File: src/rtl/mem_arbiter.sv
// mem_arbiter: shares one single-port memory between instruction fetch and data (LW/SW) requests.
// Latency: grant edge -> BUSY until mem_ack -> one RESP cycle with valid pulse (>= 3 cycles per access).
// Backpressure: requesters hold req until their valid pulse (stall covers that window); mem_ack paces BUSY, TIMEOUT bounds it.
// Ports: clk/reset; halt from decode; if_* fetch port; d_* data port; mem_* memory command/response;
//        stall (combinational pipeline freeze); err (one-cycle timeout pulse).
module mem_arbiter #(
  parameter int AW      = 9,
  parameter int DW      = 32,
  parameter int TIMEOUT = 15
) (
  input  logic          clk,
  input  logic          reset,
  input  logic          halt,
  input  logic          if_req,
  input  logic [AW-1:0] if_addr,
  output logic [DW-1:0] if_rdata,
  output logic          if_valid,
  input  logic          d_req,
  input  logic          d_we,
  input  logic [AW-1:0] d_addr,
  input  logic [DW-1:0] d_wdata,
  input  logic [3:0]    d_be,
  output logic [DW-1:0] d_rdata,
  output logic          d_valid,
  output logic          mem_en,
  output logic          mem_we,
  output logic [AW-1:0] mem_addr,
  output logic [DW-1:0] mem_wdata,
  output logic [3:0]    mem_be,
  input  logic [DW-1:0] mem_rdata,
  input  logic          mem_ack,
  output logic          stall,
  output logic          err
);

  localparam int TW = $clog2(TIMEOUT + 1);

  typedef enum logic [2:0] {IDLE, IF_BUSY, D_BUSY, RESP, HALTED} state_t;

  state_t          state, state_nxt;
  logic [1:0]      starve;
  logic [TW-1:0]   tcount;
  logic            halt_seen;   // halt arrived while an access was in flight
  logic            grant_if, grant_d, busy, ack_take, timeout_hit;

  always_ff @(posedge clk) begin
    if (reset) state <= IDLE;
    else       state <= state_nxt;
  end

  always_comb begin
    state_nxt   = state;
    grant_if    = 1'b0;
    grant_d     = 1'b0;
    ack_take    = 1'b0;
    timeout_hit = 1'b0;
    busy        = (state == IF_BUSY) || (state == D_BUSY);
    case (state)
      IDLE: begin
        if (halt || halt_seen) begin
          state_nxt = HALTED;
        end else if (d_req && !(if_req && starve == 2'd3)) begin
          // data normally wins; a saturated starve count hands the slot to fetch
          grant_d   = 1'b1;
          state_nxt = D_BUSY;
        end else if (if_req) begin
          grant_if  = 1'b1;
          state_nxt = IF_BUSY;
        end
      end
      IF_BUSY, D_BUSY: begin
        if (mem_ack) begin
          ack_take  = 1'b1;
          state_nxt = RESP;
        end else if (tcount == TW'(TIMEOUT - 1)) begin
          // this is the TIMEOUT-th BUSY cycle without an ack
          timeout_hit = 1'b1;
          state_nxt   = IDLE;
        end
      end
      RESP:    state_nxt = IDLE;
      HALTED:  state_nxt = HALTED;
      default: state_nxt = IDLE;
    endcase
  end

  always_ff @(posedge clk) begin
    if (reset) begin
      mem_en    <= 1'b0;
      mem_we    <= 1'b0;
      mem_addr  <= '0;
      mem_wdata <= '0;
      mem_be    <= '0;
      if_rdata  <= '0;
      d_rdata   <= '0;
      if_valid  <= 1'b0;
      d_valid   <= 1'b0;
      err       <= 1'b0;
      starve    <= '0;
      tcount    <= '0;
      halt_seen <= 1'b0;
    end else begin
      if_valid <= 1'b0;
      d_valid  <= 1'b0;
      err      <= 1'b0;
      if (halt) halt_seen <= 1'b1;

      if (grant_d) begin
        mem_en    <= 1'b1;
        mem_we    <= d_we;
        mem_addr  <= d_addr;
        mem_wdata <= d_wdata;
        mem_be    <= d_be;
        tcount    <= '0;
        if (if_req && starve != 2'd3) starve <= starve + 2'd1;
      end else if (grant_if) begin
        mem_en    <= 1'b1;
        mem_we    <= 1'b0;
        mem_addr  <= if_addr;
        mem_wdata <= '0;
        mem_be    <= 4'hF;
        tcount    <= '0;
        starve    <= '0;
      end

      if (ack_take) begin
        mem_en <= 1'b0;
        if (state == D_BUSY) begin
          d_valid <= 1'b1;
          // a store completes without touching the load data register
          if (!mem_we) d_rdata <= mem_rdata;
        end else begin
          if_valid <= 1'b1;
          if_rdata <= mem_rdata;
        end
      end else if (timeout_hit) begin
        mem_en <= 1'b0;
        err    <= 1'b1;
      end else if (busy) begin
        tcount <= tcount + TW'(1);
      end
    end
  end

  assign stall = (if_req & ~if_valid) | (d_req & ~d_valid);

endmodule
File: config.mk
export PLATFORM = sky130hd
export DESIGN_NAME = mem_arbiter
export DESIGN_NICKNAME = d
export VERILOG_FILES = /design/src/rtl/mem_arbiter.sv
export SDC_FILE = /design/constraint.sdc
export NUM_CORES = 1
export LEC_CHECK = 0
export BUFFER_PORTS_ARGS = -buffer_cell sky130_fd_sc_hd__buf_2
export CAP_MARGIN = 15
export CORE_ASPECT_RATIO = 0.7
export CORE_UTILIZATION = 46
export CTS_CLUSTER_SIZE = 40
export DETAILED_ROUTE_END_ITERATION = 6
export GPL_TIMING_DRIVEN = 1
export PLACE_DENSITY = 0.81
export SLEW_MARGIN = 40
export SYNTH_ARGS = -nofsm -noshare
export SYNTH_HDL_FRONTEND = slang
export SYNTH_SLANG_ARGS = --single-unit
export TNS_END_PERCENT = 1
File: constraint.sdc
create_clock -name clk -period 2 [get_ports clk]
set_clock_uncertainty 0.1 [all_clocks]
set_input_delay 0.6 -clock clk [delete_from_list [all_inputs] [get_ports clk]]
set_output_delay 0.6 -clock clk [all_outputs]
set_load 0.005 [all_outputs]
Yosys cells after proc, flatten, opt, wreduce, memory -nomap -nowiden. Cells that the tools add are included.

Add/subtract/negate cells: 2. $mul: 0. Div/mod/pow operators: 0. $lt $le $gt $ge: 0. Equal/unequal tests: 9. Shift operators: 0. Mux-type cells: 39. Bitwise gates (word level): 8. Reduce and logical (&&, ||, !) cells: 16.

Operator list (number): $mux 32 (2); $mux 4 (7); $mux 1 (19); $mux 9 (2); $mux 3 (5); $pmux 3 s3 (1); $mux 2 (3); $reduce_and 2->1 (3); $reduce_or 2->1 (3); $not 1->1 (5); $add 4x1->4 const B (1); $eq 4x4->1 const B (1); $ne 4x4->1 const B (1); $eq 3x1->1 const B (1); $eq 3x2->1 const B (1); $eq 3x3->1 const B (1); $logic_and 1x1->1 (3); $logic_not 3->1 (1); $ne 3x3->1 const B (1); $reduce_and 3->1 (1); $reduce_or 3->1 (1); $add 2x1->2 const B (1); $and 1x1->1 (2); $eq 2x2->1 const B (1); 6 further kinds (7).

Flip-flop bits (word level): 124. Latch bits: 0. RAM bits: 0. Bits in read-only memories: 0. Memories kept: 0.

Depth between registers and ports, before layout.
Depth after elaboration: 12. Depth in mapped cells: 7. Mapped depth without buffers: 6.

Worst setup path after synthesis. Ideal clock, no wire load.

Path kind: input port to flip-flop. From: in d_req. To: reg mem_addr[2]. Setup time: 0.088 ns. Data arrival time: 1.514 ns. Data required time: 1.812 ns. Slack: 0.298 ns. Stages: 6. Path buffers: 2. Cells stage by stage: a21boi_0 -> and3_1 -> buf_4 -> buf_6 -> nand2_1 -> a311oi_2.

Word-level cells in the longest chain between the ends: 5. Elaborated cells on any way between the ends: 9.

RTL lines: start: declaration (line 18) `input logic d_req,`; $logic_and 1x1->1 (*) (line 62) `end else if (d_req && !(if_req && starve == 2'd3)) begin`; $mux 1 (line 62); $mux 1 (line 60) `if (halt || halt_seen) begin`; $mux 1 (line 58) `case (state)`; $mux 9 / $reduce_bool 2->1 (equally long branches); end signal: assignment (line 111) `mem_addr <= d_addr;`; end signal: assignment (line 119) `mem_addr <= if_addr;`; end: declaration (line 27) `output logic [AW-1:0] mem_addr,`.

Mark *: on every way between the ends. The rest lies on a longest branch, timed or not. A chain may end at the register's enable or synchronous reset.

Worst setup path after layout.
From: reg starve[0]. To: reg mem_wdata[6].

Word-level cells in the longest chain between the ends: 8. Elaborated cells on any way between the ends: 12.

RTL lines: start: declaration (line 41) `logic [1:0] starve;`; start signal: assignment (line 115) `if (if_req && starve != 2'd3) starve <= starve + 2'd1;`; $eq 2x2->1 (*) (line 62); $logic_and 1x1->1 (*) (line 62); $logic_not 1->1 (*) (line 62); $logic_and 1x1->1 (*) (line 62); $mux 1 (line 62); $mux 1 (line 60); $mux 1 (line 58); $mux 32 / $reduce_bool 2->1 (equally long branches); end signal: assignment (line 112) `mem_wdata <= d_wdata;`; end: declaration (line 28) `output logic [DW-1:0] mem_wdata,`.

Marks and branches as above.

==> impl_results.md <==
* RSZ-0062 raised after global routing: no
* Register area at 0.00248 sq mm
* PnR worst setup slack at 0.192 ns
* Clock Path Buffers at 2
* Yosys warning total at 0
* Placed inst area at 0.00574 sq mm
* Global-route wire length before repair at 19500 microns
* Pin count of the biggest net entering global routing at 68
* CTS tree: built
* Die X-Extent at 120 microns
* Crit-path max FO at 29
* Hold_buf cts at 0
* Multi-input gate area at 0.00184 sq mm
* Reg-to-Reg End: mem_wdata[6]
* CTS H-tree lvls at 4
* Starting Density at 0.487
* Antenna violations before repair at 0
* DRT iter0 DRCs at 244
* Post-synth top flop: dfxtp_1
* R2R cell count at 6
* Vias in the first global route at 4118
* GRT Util Overall at 0.238
* Final net count at 835
* I/O Pins at 208
* Hold Vio Cnt, Final at 0
* CP Class: reg2reg
* Final worst-path cycle share at 0.904
* Via count at 4504
* Final min period at 1.81 ns
* Clock transition at the registers of the reported paths at 0.06 ns
* Vias/cell at 5.14
* Clock Latency Late Sink at 0.39 ns
* Req. time, crit path at 2.22 ns
* Post-Synthesis Net Count at 634
* Post-synth ARST share at 0
* Clk sinks at 124
* Drt total wl at 12200 microns
* Sequential area share after synthesis at 0.549
* DP Worst Slack at 0.0435 ns
* Post-DP HPWL at 8440 microns
* Max transition margin at 0.790
* Layout cells sized above 1 at 0.347
* R2R setup slack at 0.19 ns
* Critical path startpoint category: register
* Die H at 84.9 microns
* Hold Crit Start: mem_rdata[4]
* Filler instances at 786
* FP Rows at 29
* Final ANT Viol Nets at 0
* Syn avg cell area at 8.40 sq um
* Outcome: complete, no violations
* Die Area at 0.0102 sq mm
* Grt ovf at 0
* Max Slew Vio Count at 0
* Final instance area at 0.00632 sq mm
* Avg WL per Cell at 13.9 microns
* Synth Cell Area at 0.00452 sq mm
* Number of diodes at 0
* Hold Path Depth at 3
* Port Buffer Count at 207
* Number of standard cells after synthesis at 538
* Crit Reg-Reg Startpoint: starve[0]
* Worst Tran Pin Value at 0.314 ns
* Max-cap violations at 0
* Setup TNS at 0 ns
* RD Place Congestion at 0.807
* Critical Path AT at 2.03 ns
* DR DRC count at 0
* Post CTS Setup Buffer Count at 0
* Synth Register Bits at 124
* CP endpoint kind: register
* EDFF count, synth at 0
* Pwr dens at 972 mW/mm^2
* Core area at 0.00929 sq mm
* Lkg Pwr at 2.86 nW
* Num CTS Buffers at 17
* # setup viols final at 0
* Unique masters post-synth at 37
* Max Clk Rate at 0.553 GHz
* Detailed-router iteration count before antenna repair at 4
* WHS Endpoint: if_rdata[4]
* Resize count post-CTS at 0
* Root Driver: clkbuf_16
* Maximum vdd drop at 0.000710 V
* Hold Crit Class: in2reg
* Area Growth Syn to Fin at 39.9%
cell usage after synthesis, types with 4 or more instances:
cell type  number  area share
inv_1           5      0.0042
a211oi_1        5      0.0083
a311oi_2        4       0.013
a21oi_1        73       0.081
dfxtp_1       124        0.55
o21ai_0         5      0.0055
buf_2          14       0.016
nand3_1         6      0.0066
nor3_1          5      0.0055
nor2_1         57       0.047
nand2_1       145        0.12
a31oi_1         4      0.0055
a22oi_1        33       0.055
clkbuf_1       23       0.019
per-stage QoR:
step	hold slack, ns	instances	utilization	power, mW
3_5_place_dp	0.344	844	0.618	3.26
2_1_floorplan	0.336	538	-	2.97
4_1_cts	0.338	876	0.681	6.19
3_3_place_gp	0.338	844	0.618	3.23
5_1_grt	0.339	876	0.681	6.41
6_report	0.350	876	0.681	6.15
flip-flops by register name, indices dropped and copies added (netlist names), 2 cells and up:
signal / count
d_rdata: 32
if_rdata: 32
mem_be: 4
mem_wdata: 32
state: 3
starve: 2
tcount: 4
mem_addr: 9
layout by cell type, fill, tap and decap left out, types with 6 or more instances in the layout:
cell	synthesis	routed
a21oi_1	73	73
clkbuf_16	0	17
buf_2	14	206
nand3_1	6	6
nor2_1	57	56
buf_12	0	7
buf_4	2	10
dfxtp_1	124	124
a22oi_1	33	33
nand2_1	145	145
worst max path at each step:
stage	from	endpoint	slack, ns	cells past startpoint
4_1_cts	starve[0]	mem_wdata[12]	0.21	6
5_1_grt	starve[0]	mem_wdata[6]	0.04	6
2_1_floorplan	d_req	mem_addr[2]	0.30	6
3_3_place_gp	halt	starve[1]	0.11	6
3_5_place_dp	d_req	mem_wdata[12]	0.04	6
6_report	starve[0]	mem_wdata[6]	0.19	6
where the power goes:
| group | switching (mW) | total, mW | internal, mW | leakage, nW |
|---|---|---|---|---|
| clock network | 1.04 | 2.93 | 1.89 | 0.275 |
| registers | 0.0608 | 2.63 | 2.57 | 1.00 |
| logic | 0.317 | 0.583 | 0.267 | 1.58 |
| total | 1.42 | 6.15 | 4.72 | 2.86 |
worst max-delay path: stages, from the launching register on:
cell	delay (ns)
dfxtp_1	0.32
ha_1	0.21
a21boi_0	0.28
and3_1	0.25
buf_4	0.31
a22oi_1	0.14
nor2_1	0.12
cell type report:
class,instances,share of cell area
clock buffer,21,0.0728
tap,124,0.0245
timing repair buffer,223,0.197
multi-input combinational,368,0.291
inverter,5,0.00297
sequential,124,0.393
clock inverter,11,0.0188
logic make-up after synthesis:
logic type / Yosys count / share of synthesized area
adder cells (fa/ha/maj): 3 / 0.00831
AO/OA/AOI/OAI: 129 / 0.176
XOR/XNOR: 1 / 0.00194
flip-flops: 124 / 0.549
buffers and inverters: 46 / 0.0471
AND/OR/NAND/NOR: 235 / 0.217
per-layer routing:
metal	routed length, microns	vias to the layer above	GRT usage
met5	0	-	0
met4	164	0	0.0741
met3	863	14	0.0685
met2	5770	179	0.386
met1	5370	2099	0.309
li1	-	2212	-
(Power assumes the default switching activity.)
